--- src/rtl/iod_delay_line_ctrl_if.sv ---
// Command handshake and status bundle for iod_delay_line_ctrl.
// The controller connects to the slave modport; the command issuer connects to master.
interface iod_delay_line_ctrl_if;
  logic       CMD_VALID;
  logic       CMD_READY;
  logic [1:0] CMD_OP;
  logic [7:0] CMD_STEPS;
  logic       BUSY;
  logic       DONE;
  logic       ERR;
  logic [7:0] TAP_POS;

  modport master (
    output CMD_VALID, CMD_OP, CMD_STEPS,
    input  CMD_READY, BUSY, DONE, ERR, TAP_POS
  );

  modport slave (
    input  CMD_VALID, CMD_OP, CMD_STEPS,
    output CMD_READY, BUSY, DONE, ERR, TAP_POS
  );
endinterface

--- src/rtl/iod_delay_line_ctrl.sv ---
// IOD delay-line controller: load / step-up / step-down commands with spaced tap-move strobes.
// Optional tap tracking with saturation abort is enabled by defining IOD_DLY_TAP_TRACK_EN.
module iod_delay_line_ctrl #(
  parameter int unsigned MOVE_GAP = 4,
  parameter logic [7:0]  LOAD_VAL = 8'd1
) (
  input  logic                  FAB_CLK,
  input  logic                  ARST,
  iod_delay_line_ctrl_if.slave  cmd,
  output logic                  DELAY_LINE_MOVE_0,
  output logic                  DELAY_LINE_DIRECTION_0,
  output logic                  DELAY_LINE_LOAD_0,
  input  logic                  DELAY_LINE_OUT_OF_RANGE_0
);

  typedef enum logic [2:0] {IDLE, LOAD, SETUP, MOVE, GAP, FIN} state_t;

  // GAP lasts MOVE_GAP-1 cycles; the counter holds the cycles left after the current one.
  localparam logic [3:0] GAP_RELOAD = 4'(MOVE_GAP - 2);

  state_t     state;
  logic       ready_q;
  logic       busy_q;
  logic       done_q;
  logic       err_q;
  logic       move_q;
  logic       load_q;
  logic       dir_q;
  logic       oor_q;
  logic [7:0] steps_left;
  logic [3:0] gap_cnt;
  logic       sat_hit;

`ifdef IOD_DLY_TAP_TRACK_EN
  logic [7:0] tap_q;

  // The next move in the latched direction would push the tap past an end stop.
  assign sat_hit     = dir_q ? (tap_q == 8'hFF) : (tap_q == 8'h00);
  assign cmd.TAP_POS = tap_q;
`else
  logic unused_load_val;

  assign sat_hit         = 1'b0;
  assign cmd.TAP_POS     = '0;
  assign unused_load_val = ^LOAD_VAL;
`endif

  assign cmd.CMD_READY              = ready_q;
  assign cmd.BUSY                   = busy_q;
  assign cmd.DONE                   = done_q;
  assign cmd.ERR                    = err_q;
  assign DELAY_LINE_MOVE_0          = move_q;
  assign DELAY_LINE_LOAD_0          = load_q;
  assign DELAY_LINE_DIRECTION_0     = dir_q;

  always_ff @(posedge FAB_CLK or posedge ARST) begin
    if (ARST) begin
      state      <= IDLE;
      ready_q    <= 1'b1;
      busy_q     <= 1'b0;
      done_q     <= 1'b0;
      err_q      <= 1'b0;
      move_q     <= 1'b0;
      load_q     <= 1'b0;
      dir_q      <= 1'b0;
      oor_q      <= 1'b0;
      steps_left <= '0;
      gap_cnt    <= '0;
`ifdef IOD_DLY_TAP_TRACK_EN
      tap_q      <= LOAD_VAL;
`endif
    end else begin
      oor_q  <= DELAY_LINE_OUT_OF_RANGE_0;
      done_q <= 1'b0;
      err_q  <= 1'b0;
      move_q <= 1'b0;
      load_q <= 1'b0;

      unique case (state)
        IDLE: begin
          if (cmd.CMD_VALID) begin
            ready_q <= 1'b0;
            busy_q  <= 1'b1;
            case (cmd.CMD_OP)
              2'b00: begin
                state  <= LOAD;
                load_q <= 1'b1;
              end
              2'b01, 2'b10: begin
                dir_q      <= (cmd.CMD_OP == 2'b01);
                steps_left <= cmd.CMD_STEPS;
                if (cmd.CMD_STEPS == '0) begin
                  state  <= FIN;
                  done_q <= 1'b1;
                end else begin
                  state <= SETUP;
                end
              end
              default: begin
                state  <= FIN;
                done_q <= 1'b1;
                err_q  <= 1'b1;
              end
            endcase
          end
        end

        LOAD: begin
          state  <= FIN;
          done_q <= 1'b1;
`ifdef IOD_DLY_TAP_TRACK_EN
          tap_q  <= LOAD_VAL;
`endif
        end

        SETUP: begin
          if (sat_hit) begin
            state  <= FIN;
            done_q <= 1'b1;
            err_q  <= 1'b1;
          end else begin
            state  <= MOVE;
            move_q <= 1'b1;
          end
        end

        MOVE: begin
          state   <= GAP;
          gap_cnt <= GAP_RELOAD;
          if (steps_left != '0) steps_left <= steps_left - 8'd1;
`ifdef IOD_DLY_TAP_TRACK_EN
          if (dir_q) begin
            if (tap_q != 8'hFF) tap_q <= tap_q + 8'd1;
          end else begin
            if (tap_q != 8'h00) tap_q <= tap_q - 8'd1;
          end
`endif
        end

        // Out-of-range takes priority over the gap count so an abort never waits out the gap.
        GAP: begin
          if (oor_q) begin
            state  <= FIN;
            done_q <= 1'b1;
            err_q  <= 1'b1;
          end else if (gap_cnt != '0) begin
            gap_cnt <= gap_cnt - 4'd1;
          end else if (steps_left == '0) begin
            state  <= FIN;
            done_q <= 1'b1;
          end else if (sat_hit) begin
            state  <= FIN;
            done_q <= 1'b1;
            err_q  <= 1'b1;
          end else begin
            state  <= MOVE;
            move_q <= 1'b1;
          end
        end

        FIN: begin
          state   <= IDLE;
          ready_q <= 1'b1;
          busy_q  <= 1'b0;
        end

        default: begin
          state   <= IDLE;
          ready_q <= 1'b1;
          busy_q  <= 1'b0;
        end
      endcase
    end
  end

endmodule

--- src/flat_wrapper.sv ---
// flat-port wrapper written by rule: the top's interface ports become plain ports
module iod_delay_line_ctrl_flat 
#(
  parameter int unsigned MOVE_GAP = 4,
  parameter logic [7:0]  LOAD_VAL = 8'd1
)
  (FAB_CLK, ARST, DELAY_LINE_MOVE_0, DELAY_LINE_DIRECTION_0, DELAY_LINE_LOAD_0, DELAY_LINE_OUT_OF_RANGE_0, cmd_CMD_VALID, cmd_CMD_OP, cmd_CMD_STEPS, cmd_CMD_READY, cmd_BUSY, cmd_DONE, cmd_ERR, cmd_TAP_POS);
  iod_delay_line_ctrl_if cmd_i ();
  input  logic FAB_CLK;
  input  logic ARST;
  output logic DELAY_LINE_MOVE_0;
  output logic DELAY_LINE_DIRECTION_0;
  output logic DELAY_LINE_LOAD_0;
  input  logic DELAY_LINE_OUT_OF_RANGE_0;
  input wire logic [$bits(cmd_i.CMD_VALID)-1:0] cmd_CMD_VALID;
  input wire logic [$bits(cmd_i.CMD_OP)-1:0] cmd_CMD_OP;
  input wire logic [$bits(cmd_i.CMD_STEPS)-1:0] cmd_CMD_STEPS;
  output wire logic [$bits(cmd_i.CMD_READY)-1:0] cmd_CMD_READY;
  output wire logic [$bits(cmd_i.BUSY)-1:0] cmd_BUSY;
  output wire logic [$bits(cmd_i.DONE)-1:0] cmd_DONE;
  output wire logic [$bits(cmd_i.ERR)-1:0] cmd_ERR;
  output wire logic [$bits(cmd_i.TAP_POS)-1:0] cmd_TAP_POS;
  assign cmd_i.CMD_VALID = cmd_CMD_VALID;
  assign cmd_i.CMD_OP = cmd_CMD_OP;
  assign cmd_i.CMD_STEPS = cmd_CMD_STEPS;
  assign cmd_CMD_READY = cmd_i.CMD_READY;
  assign cmd_BUSY = cmd_i.BUSY;
  assign cmd_DONE = cmd_i.DONE;
  assign cmd_ERR = cmd_i.ERR;
  assign cmd_TAP_POS = cmd_i.TAP_POS;
  iod_delay_line_ctrl #(.MOVE_GAP(MOVE_GAP), .LOAD_VAL(LOAD_VAL)) u_core (.FAB_CLK(FAB_CLK), .ARST(ARST), .cmd(cmd_i), .DELAY_LINE_MOVE_0(DELAY_LINE_MOVE_0), .DELAY_LINE_DIRECTION_0(DELAY_LINE_DIRECTION_0), .DELAY_LINE_LOAD_0(DELAY_LINE_LOAD_0), .DELAY_LINE_OUT_OF_RANGE_0(DELAY_LINE_OUT_OF_RANGE_0));
endmodule
--- config.mk ---
export PLATFORM = sky130hd
export DESIGN_NAME = iod_delay_line_ctrl_flat
export DESIGN_NICKNAME = d
export VERILOG_FILES = /design/src/rtl/iod_delay_line_ctrl_if.sv /design/src/rtl/iod_delay_line_ctrl.sv /design/src/flat_wrapper.sv
export SDC_FILE = /design/constraint.sdc
export NUM_CORES = 1
export LEC_CHECK = 0
export ABC_AREA = 1
export BUFFER_PORTS_ARGS = -buffer_cell sky130_fd_sc_hd__buf_2
export CORE_MARGIN = 10
export CORE_UTILIZATION = 30
export CTS_CLUSTER_DIAMETER = 100
export DETAILED_ROUTE_END_ITERATION = 12
export GPL_ROUTABILITY_DRIVEN = 1
export PLACE_DENSITY = 0.5
export SLEW_MARGIN = 25
export SYNTH_ARGS = -nofsm -noshare
export SYNTH_HDL_FRONTEND = slang
export SYNTH_SLANG_ARGS = --single-unit
--- constraint.sdc ---
create_clock -name FAB_CLK -period 2.92 [get_ports FAB_CLK]
set_clock_uncertainty 0.1 [all_clocks]
set_input_delay 0.584 -clock FAB_CLK [delete_from_list [all_inputs] [get_ports FAB_CLK]]
set_output_delay 0.584 -clock FAB_CLK [all_outputs]
set_load 0.03 [all_outputs]
==> impl_metrics.env, run 1 <==
export IMPL_yosysUniqueCellTypes=25
export IMPL_portBuffers=20
export IMPL_finalHoldViolCount=0
export IMPL_dieArea_um2=8050
export IMPL_synth_compound_area_share_pct=9.61
export IMPL_antenna_found_initial=0
export IMPL_vias=1223
export IMPL_gp_congestion=0.809
export IMPL_grt_pass1_wl_um=5820
export IMPL_critPathKind="register to output port"
export IMPL_yosysSeqAreaShare_pct=39.6
export IMPL_synthesis_area_um2=1460
export IMPL_seqPwrFrac_pct=35.8
export IMPL_synthMuxAreaShare_pct=0
export IMPL_cts_tree="done"
export IMPL_tns_ns=0
export IMPL_yosys_area_top_type="dfrtp_1"
export IMPL_ctsResizeCount=0
export IMPL_wl_per_cell_um=11.3
export IMPL_async_reset_ff_share_pct=100
export IMPL_synth_xor_area_share_pct=1.20
export IMPL_overflow=0
export IMPL_crit_family="flip-flops"
export IMPL_cts_clk_slew_worst_paths_ns=0.09
export IMPL_synthFlopType="dfrtp_1"
export IMPL_diodes=0
export IMPL_cp_start_kind="register"
export IMPL_ys_warn_count=0
export IMPL_num_io_pins=29
export IMPL_cts_root_buf="clkbuf_8"
export IMPL_hold_class="input port to asynchronous set/reset pin"
export IMPL_hold_buffers=0
export IMPL_grt_pass1_vias=1246
export IMPL_dpl_hpwl_um=2510
export IMPL_cts_buffers=3
export IMPL_ir_drop_mv=0.311
export IMPL_grt_max_degree=24
export IMPL_cap_violations=0
export IMPL_crit_path_top_delay_cell="dfstp_2"
export IMPL_cts_max_path_buffers=2
export IMPL_switchingPower_uw=714
export IMPL_p_leak_nw=0.882
export IMPL_yosysMostFrequentCell="nand2_1"
export IMPL_initial_core_util_pct=30.9
export IMPL_finalSetupViolCount=0
export IMPL_drive_above_1_share_pct=16.2
export IMPL_cts_setup_buffers=0
export IMPL_min_period_over_period_pct=57.0
export IMPL_crit_chain="buf_2"
export IMPL_internal_power_uw=808
export IMPL_synth_area_leaders="dfrtp_1 (38%), nand2_1 (11%), nand3_1 (7.6%)"
export IMPL_syn_area_per_cell_um2=7.32
export IMPL_arrival_ns=0.98
export IMPL_syn_to_final_growth_pct=13.3
export IMPL_coreArea_um2=4720
export IMPL_max_freq_mhz=601
export IMPL_reg2reg_depth=7
export IMPL_htree_levels=1
export IMPL_detail_route_vias_per_cell=4.23
export IMPL_power_total_mw=1.52
export IMPL_power_density_nw_per_um2=922
export IMPL_synth_fa_ha_area_share_pct=6.01
export IMPL_status="completed"
export IMPL_swShare_pct=46.9
export IMPL_cp_end_kind="output port"
export IMPL_whs_ns=0.243
export IMPL_reg2reg_setup_slack_ns=1.33
export IMPL_cts_sinks=23
export IMPL_p_clk_share_pct=13.7
export IMPL_drtIter0Drc=62
export IMPL_regArea_um2=577
export IMPL_syn_inst=199
export IMPL_fp_dieH_um=89.7
export IMPL_max_stage_delay_ns=0.53
export IMPL_grt_usage_pct=8.41
export IMPL_slew_viol_final=0
export IMPL_die_w_um=89.7
export IMPL_nets=244
export IMPL_synth_commonest_cells="nand2_1 (43), nor2_1 (26), inv_1 (25), dfrtp_1 (22), nand3_1 (22)"
export IMPL_critPathRequiredTime_ns=2.24
export IMPL_drtAntennaViolNets=0
export IMPL_rows=25
export IMPL_rsz0062_at_grt="no"
export IMPL_multi_input_area_um2=729
export IMPL_crit_buf_inv=1
export IMPL_synth_edff_count=0
export IMPL_worstSkewPairLatency_ns=0.27
export IMPL_first_pass_iters=4
export IMPL_cp_max_fo=2
export IMPL_combPwrFrac_pct=50.5
export IMPL_ys_ff_latch=23
export IMPL_cp_num_cells=1
export IMPL_drc=0
export IMPL_fin_crit_ns=1.66
export IMPL_wirelength_um=3270
export IMPL_synth_top_area_share_pct=37.8
export IMPL_fillers=520
export IMPL_synth_top_family_by_area="simple AND/OR/NAND/NOR gates"
export IMPL_yosys_area_share_simple_pct=31.2
## through the flow
step                cell area, um2  util [%]  std cells  setup slack [ns]
finish                        1650      35.0        289              1.26
detailed placement            1610      34.0        285              1.03
floorplan                     1480         -        206              1.23
global route                  1650      35.0        289              1.16
CTS                           1650      35.0        289              1.24
global placement              1610      34.0        285              1.07
## layout make-up
type | instances | area share, %
multi-input combinational | 146 | 44.2
sequential | 23 | 34.9
timing repair buffer | 22 | 6.97
inverter | 27 | 6.14
tap | 67 | 5.08
clock buffer | 4 | 2.73
## cell usage in the layout, fill, tap and decap left out, types with 2 or more instances in the layout
cell type	netlist	routed
conb_1	1	8
clkbuf_8	0	3
nand2_1	43	43
o21ai_1	6	6
ha_1	7	7
inv_2	2	2
buf_2	1	20
buf_4	8	2
nor2_1	26	26
inv_1	25	25
dfrtp_1	22	22
o21ai_0	14	14
a21oi_1	4	4
xor2_1	2	2
nand2_2	4	4
nor2_4	2	2
nand3_1	22	22
a31oi_1	2	2
## kinds of logic (layout without fill, tap and decap cells)
group | after synthesis | in the layout
AOI/OAI and AO/OA | 27 | 27
xor gates and xnor gates | 2 | 2
adders and majority gates | 7 | 7
buffers and inverters | 37 | 53
DFF | 23 | 23
other | 1 | 8
and+or+nand+nor | 102 | 102
## power by group through the flow
stage               logic [mW]  clock network [mW]  registers [mW]
floorplan                0.560                   0           0.606
global placement         0.779                   0           0.555
detailed placement       0.774                   0           0.553
CTS                      0.779               0.216           0.546
global route             0.900               0.230           0.566
finish                   0.769               0.209           0.545
## state kept, by name, indices dropped and copies added (netlist names)
| signal | cells |
|---|---|
| u_core.DELAY_LINE_DIRECTION_0 | 1 |
| u_core.cmd.ERR | 1 |
| u_core.state | 3 |
| u_core.steps_left | 8 |
| u_core.cmd.DONE | 1 |
| u_core.DELAY_LINE_LOAD_0 | 1 |
| u_core.cmd.CMD_READY | 1 |
| u_core.cmd.BUSY | 1 |
| u_core.gap_cnt | 4 |
| u_core.DELAY_LINE_MOVE_0 | 1 |
| u_core.oor_q | 1 |
## path summary, 6_finish.rpt
| path | start | endpoint |
|---|---|---|
| max in group asynchronous | ARST | u_core.cmd.CMD_READY |
| worst max-delay path | u_core.cmd.CMD_READY | cmd_CMD_READY |
| min in group FAB_CLK | DELAY_LINE_OUT_OF_RANGE_0 | u_core.oor_q |
| worst min register to register | u_core.DELAY_LINE_DIRECTION_0 | u_core.DELAY_LINE_DIRECTION_0 |
| worst max register to register | u_core.state[2] | u_core.steps_left[2] |
| worst min-delay path | ARST | u_core.oor_q |
## routing by layer
metal	up-vias	GRT usage (%)	wire (um)
li1	659	-	-
met1	535	10.7	1580
met2	27	13.6	1520
met3	2	2.66	143
met4	0	1.62	17
met5	-	0	0
(Power assumes the default switching activity.)
==> inputs of run 2 (changes only) <==
==> constraint.sdc (replaced) <==
create_clock -name FAB_CLK -period 1.7 [get_ports FAB_CLK]
set_clock_uncertainty 0.1 [all_clocks]
set_input_delay 0.34 -clock FAB_CLK [delete_from_list [all_inputs] [get_ports FAB_CLK]]
set_output_delay 0.34 -clock FAB_CLK [all_outputs]
set_load 0.03 [all_outputs]
==> run 2 against run 1 <==
The flow now finishes with violations (negative hold slack). Final area up 1.2%. Largest cell class unchanged. Sequential share of layout area shrank 0.42 points. Wire length barely moved. Sequential power is 73% higher. Setup slack worse by 1.1 ns. First-iteration DRC count fell by 53%. Sequential cell count unchanged. Worst hold slack lost 0.24 ns. Total power grew 74%. Final cell count increased by 0.69%. Clock-buffer cell count unchanged.
==> impl_metrics.env, run 2 (synthesized netlist as in run 1, its figures left out) <==
export IMPL_wl_per_cell_um=11.2
export IMPL_cts_root_buf="clkbuf_8"
export IMPL_cts_sinks=23
export IMPL_violations="negative hold slack"
export IMPL_drc=0
export IMPL_whs_ns=-0.000972
export IMPL_largest_reg_flops=8
export IMPL_htree_levels=1
export IMPL_reg2reg_to="u_core.gap_cnt[1]"
export IMPL_finalHoldViolCount=1
export IMPL_drtIter0Drc=29
export IMPL_cts_clk_slew_worst_paths_ns=0.08
export IMPL_cap_violations=0
export IMPL_cp_end_kind="register"
export IMPL_max_stage_delay_ns=0.45
export IMPL_syn_to_final_growth_pct=14.7
export IMPL_drive_above_1_share_pct=17.0
export IMPL_critPathRequiredTime_ns=1.79
export IMPL_crit_buf_inv=1
export IMPL_drtAntennaViolNets=0
export IMPL_overflow=0
export IMPL_dpl_hpwl_um=2540
export IMPL_ir_drop_mv=0.636
export IMPL_initial_core_util_pct=30.9
export IMPL_cts_buffers=3
export IMPL_reg2reg_setup_slack_ns=0.17
export IMPL_crit_family="simple AND/OR/NAND/NOR gates"
export IMPL_power_density_nw_per_um2=1580
export IMPL_reg2reg_depth=7
export IMPL_critPathKind="register to register"
export IMPL_coreArea_um2=4720
export IMPL_arrival_ns=1.61
export IMPL_grt_max_degree=24
export IMPL_tns_ns=0
export IMPL_antenna_found_initial=0
export IMPL_fp_dieH_um=89.7
export IMPL_grt_usage_pct=8.44
export IMPL_hold_buffers=0
export IMPL_slew_viol_final=0
export IMPL_largestRegisters="u_core.steps_left: 8 flops, u_core.gap_cnt: 4 flops, u_core.state: 3 flops"
export IMPL_regMostFlops="u_core.steps_left"
export IMPL_detail_route_vias_per_cell=4.22
export IMPL_portBuffers=20
export IMPL_worstSkewPairLatency_ns=0.27
export IMPL_diodes=0
export IMPL_nets=246
export IMPL_num_io_pins=29
export IMPL_cp_max_fo=6
export IMPL_fillers=519
export IMPL_die_w_um=89.7
export IMPL_rows=25
export IMPL_min_period_over_period_pct=89.7
export IMPL_gp_congestion=0.788
export IMPL_r2r_start="u_core.state[0]"
export IMPL_fin_crit_ns=1.53
export IMPL_crit_path_top_delay_cell="dfrtp_1"
export IMPL_cp_start_kind="register"
export IMPL_first_pass_iters=4
export IMPL_wirelength_um=3270
export IMPL_hold_class="input port to asynchronous set/reset pin"
export IMPL_layout_common_cells="nand2_1 (43), nor2_1 (26), inv_1 (25)"
export IMPL_p_leak_nw=0.893
export IMPL_crit_chain="nor2_4 > nand2_2 > inv_2 > nand3_1 > nand2_1 > nor2_1 > a31oi_1"
export IMPL_vias=1228
export IMPL_rsz0062_at_grt="no"
export IMPL_final_common_cell="nand2_1"
export IMPL_final_util_pct=35.4
export IMPL_status="finished with violations"
export IMPL_finalSetupViolCount=0
export IMPL_grt_pass1_vias=1264
export IMPL_cts_max_path_buffers=2
export IMPL_cts_tree="done"
export IMPL_max_freq_mhz=656
export IMPL_dieArea_um2=8050
export IMPL_grt_pass1_wl_um=5820
-- run 2: worst max path at each step --
stage,start,cells after the start,slack (ns),endpoint
4_1_cts,u_core.steps_left[3],8,0.11,u_core.steps_left[7]
3_3_place_gp,cmd_CMD_OP[0],8,0.09,u_core.cmd.DONE
5_1_grt,u_core.state[0],7,0.02,u_core.gap_cnt[1]
2_1_floorplan,cmd_CMD_OP[0],7,0.26,u_core.cmd.DONE
3_5_place_dp,cmd_CMD_OP[0],8,0.06,u_core.cmd.DONE
6_report,u_core.state[0],7,0.17,u_core.gap_cnt[1]
-- run 2: what timing repair did --
action	CTS	global route
resized for setup	0	1
buffers inserted	0	0
endpoints found under the setup margin	0	2
endpoints found under the hold margin	0	0
-- run 2: area by class of cell --
class / count / area (um2) / share of cell area, %
tap: 67 / 83.8 / 5.01
clock buffer: 4 / 45.0 / 2.69
sequential: 23 / 577 / 34.5
inverter: 27 / 101 / 6.06
multi-input combinational: 146 / 734 / 43.9
timing repair buffer: 24 / 130 / 7.78
-- run 2: power by group --
part           internal [mW]  switching (mW)  total, mW
clock network          0.168           0.183      0.351
logic                  0.463           0.892       1.35
registers              0.780           0.161      0.941
total                   1.41            1.24       2.65
-- run 2: per-stage QoR --
step / area [um2] / worst slack (ns) / std cells / power (mW)
2_1_floorplan: 1480 / 0.256 / 206 / 2.00
3_3_place_gp: 1620 / 0.0913 / 287 / 2.32
3_5_place_dp: 1620 / 0.0603 / 287 / 2.31
4_1_cts: 1670 / 0.112 / 291 / 2.67
5_1_grt: 1670 / 0.0154 / 291 / 2.93
6_report: 1670 / 0.175 / 291 / 2.65
-- run 2: worst reg2reg max path: cells and delay by family, from the launching register on --
family | cells | cell delay (ns)
AO/OA/AOI/OAI | 1 | 0.14
buffers and inverters | 1 | 0.12
flip-flops | 1 | 0.45
AND/OR/NAND/NOR | 5 | 0.65
-- run 2: routing by layer --
metal  vias to the layer above  global-route usage (%)  part of all wire, %
li1                        663                       -                    -
met1                       546                    10.3                   50
met2                        17                    14.0                   45
met3                         2                    2.49                  4.2
met4                         0                    2.29                 0.70
met5                         -                       0                    0
==> inputs of run 3 (changes only) <==
--- a/config.mk
+++ b/config.mk
@@ -12,7 +12,7 @@
 export CTS_CLUSTER_DIAMETER = 100
 export DETAILED_ROUTE_END_ITERATION = 12
 export GPL_ROUTABILITY_DRIVEN = 1
-export PLACE_DENSITY = 0.5
+export SETUP_SLACK_MARGIN = 0.1
 export SLEW_MARGIN = 25
 export SYNTH_ARGS = -nofsm -noshare
 export SYNTH_HDL_FRONTEND = slang
==> constraint.sdc (replaced) <==
create_clock -name FAB_CLK -period 1.7 [get_ports FAB_CLK]
set_clock_uncertainty 0.1 [all_clocks]
set_input_delay 0.085 -clock FAB_CLK [delete_from_list [all_inputs] [get_ports FAB_CLK]]
set_output_delay 0.085 -clock FAB_CLK [all_outputs]
set_load 0.03 [all_outputs]
==> run 3 against run 2 <==
The flow now finishes without violations. Setup slack improved by 0.054 ns. Critical path depth unchanged. Core utilization increased by 0.87 points. First-iteration DRC count increased by 130%. Wire length increased by 1.2%. Via count increased by 5.9%. Final cell count increased by 1.0%. Combinational power increased by 4%. Global-route usage decreased by 0.35 points. Maximum frequency increased by 3.7%. Critical endpoint unchanged. Largest cell class unchanged.
==> impl_metrics.env, run 3 (synthesized netlist as in run 1, its figures left out) <==
export IMPL_status="completed"
export IMPL_preCtsSetupSlack_ns=0.151
export IMPL_arrival_ns=1.56
export IMPL_whs_ns=0.0399
export IMPL_wl_per_cell_um=11.2
export IMPL_num_io_pins=29
export IMPL_syn_to_final_growth_pct=17.5
export IMPL_power_density_nw_per_um2=1580
export IMPL_worstSkewPairLatency_ns=0.27
export IMPL_tns_ns=0
export IMPL_rsz0062_at_grt="yes"
export IMPL_crit_start="u_core.state[1]"
export IMPL_r2r_start="u_core.state[1]"
export IMPL_vias=1301
export IMPL_crit_chain="nor2_4 > nand2_2 > inv_2 > nand3_1 > nand2_1 > nor2_1 > a31oi_1"
export IMPL_htree_levels=1
export IMPL_cp_start_kind="register"
export IMPL_cap_violations=0
export IMPL_max_stage_delay_ns=0.44
export IMPL_fin_crit_ns=1.47
export IMPL_min_period_over_period_pct=86.5
export IMPL_nets=249
export IMPL_finalHoldViolCount=0
export IMPL_drtAntennaViolNets=0
export IMPL_cp_max_fo=6
export IMPL_slew_viol_final=0
export IMPL_final_util_pct=36.3
export IMPL_cts_root_buf="clkbuf_8"
export IMPL_drive_above_1_share_pct=19.4
export IMPL_cp_end_kind="register"
export IMPL_crit_path_top_delay_cell="dfrtp_1"
export IMPL_wirelength_um=3300
export IMPL_coreArea_um2=4720
export IMPL_cts_buffers=3
export IMPL_first_pass_iters=4
export IMPL_portBuffers=20
export IMPL_cts_sinks=23
export IMPL_gp_congestion=0.777
export IMPL_largest_reg_flops=8
export IMPL_grt_pass1_wl_um=5690
export IMPL_grt_max_degree=24
export IMPL_finalSetupViolCount=0
export IMPL_rows=25
export IMPL_reg2reg_depth=7
export IMPL_power_total_mw=2.70
export IMPL_p_leak_nw=0.907
export IMPL_setup_slack_ns=0.229
export IMPL_regMostFlops="u_core.steps_left"
export IMPL_dieArea_um2=8050
export IMPL_cts_tree="done"
export IMPL_grt_pass1_vias=1248
export IMPL_regArea_um2=577
export IMPL_drtIter0Drc=68
export IMPL_largestRegisters="u_core.steps_left: 8 flops, u_core.gap_cnt: 4 flops, u_core.state: 3 flops"
export IMPL_dpl_hpwl_um=2530
export IMPL_critPathKind="register to register"
export IMPL_diodes=0
export IMPL_reg2reg_setup_slack_ns=0.23
export IMPL_fillers=508
export IMPL_drc=0
export IMPL_overflow=0
export IMPL_cp_endpoint="u_core.gap_cnt[1]"
export IMPL_detail_route_vias_per_cell=4.43
export IMPL_hold_class="input port to register"
export IMPL_critPathRequiredTime_ns=1.79
export IMPL_cts_clk_slew_worst_paths_ns=0.09
export IMPL_die_w_um=89.7
export IMPL_reg2reg_to="u_core.gap_cnt[1]"
export IMPL_cts_max_path_buffers=2
export IMPL_fp_dieH_um=89.7
export IMPL_antenna_found_initial=0
export IMPL_final_common_cell="nand2_1"
export IMPL_multi_input_area_um2=744
export IMPL_initial_core_util_pct=30.9
export IMPL_layout_common_cells="nand2_1 (43), nor2_1 (24), inv_1 (23)"
export IMPL_ir_drop_mv=0.357
export IMPL_max_freq_mhz=680
export IMPL_grt_usage_pct=8.09
run 3: cell types whose count changed in the layout (fill, tap and decap cells not counted), moves of 2 or more:
cell           delta
inv_1             -2
inv_2             +2
nor2_1            -2
dlygate4sd3_1     +3
nor2_2            +2
run 3: worst max-delay path, delay by kind of cell, from the launching register on:
family                 cells  cell delay, ns
AO/OA/AOI/OAI              1            0.14
flip-flops                 1            0.44
AND/OR/NAND/NOR            5            0.59
buffers and inverters      1            0.11
run 3: per-stage QoR:
| step | cells | cell area (um2) |
|---|---|---|
| 2_1_floorplan | 206 | 1480 |
| 4_1_cts | 292 | 1680 |
| 3_3_place_gp | 285 | 1610 |
| 6_report | 294 | 1710 |
| 3_5_place_dp | 285 | 1610 |
| 5_1_grt | 294 | 1710 |
run 3: how the worst min path moves through the flow:
stage,start,endpoint,slack (ns),depth (start not counted)
5_1_grt,cmd_CMD_STEPS[7],u_core.steps_left[7],0.06,4
6_report,cmd_CMD_STEPS[3],u_core.steps_left[3],0.04,5
2_1_floorplan,ARST,u_core.DELAY_LINE_DIRECTION_0,-0.01,1
3_5_place_dp,ARST,u_core.oor_q,0.06,3
3_3_place_gp,ARST,u_core.oor_q,0.05,3
4_1_cts,cmd_CMD_STEPS[3],u_core.steps_left[3],0.04,5
run 3: layer usage:
metal	global-route usage [%]	wire, um	vias up
met5	0	0	-
met4	3.37	68	0
met3	2.16	167	7
met2	13.3	1580	26
met1	9.68	1490	593
li1	-	-	675
run 3: repair_timing:
item	4_1_cts	5_1_grt
resized for setup	0	7
setup endpoints to repair	0	15
hold endpoints to repair	24	0
setup buffers	0	2
hold buffers	3	0
run 3: cell type report:
class	instances	area share, %
repair buffers	27	9.35
clock buffers	3	2.41
flip-flops and latches	23	33.7
well taps	67	4.89
clock inverters	1	0.292
multi-input cells	146	43.5
inverters	27	5.92
run 3: report_power, final:
part | internal (mW) | switching (mW)
clock network | 0.164 | 0.189
logic | 0.485 | 0.913
registers | 0.780 | 0.175
total | 1.43 | 1.28
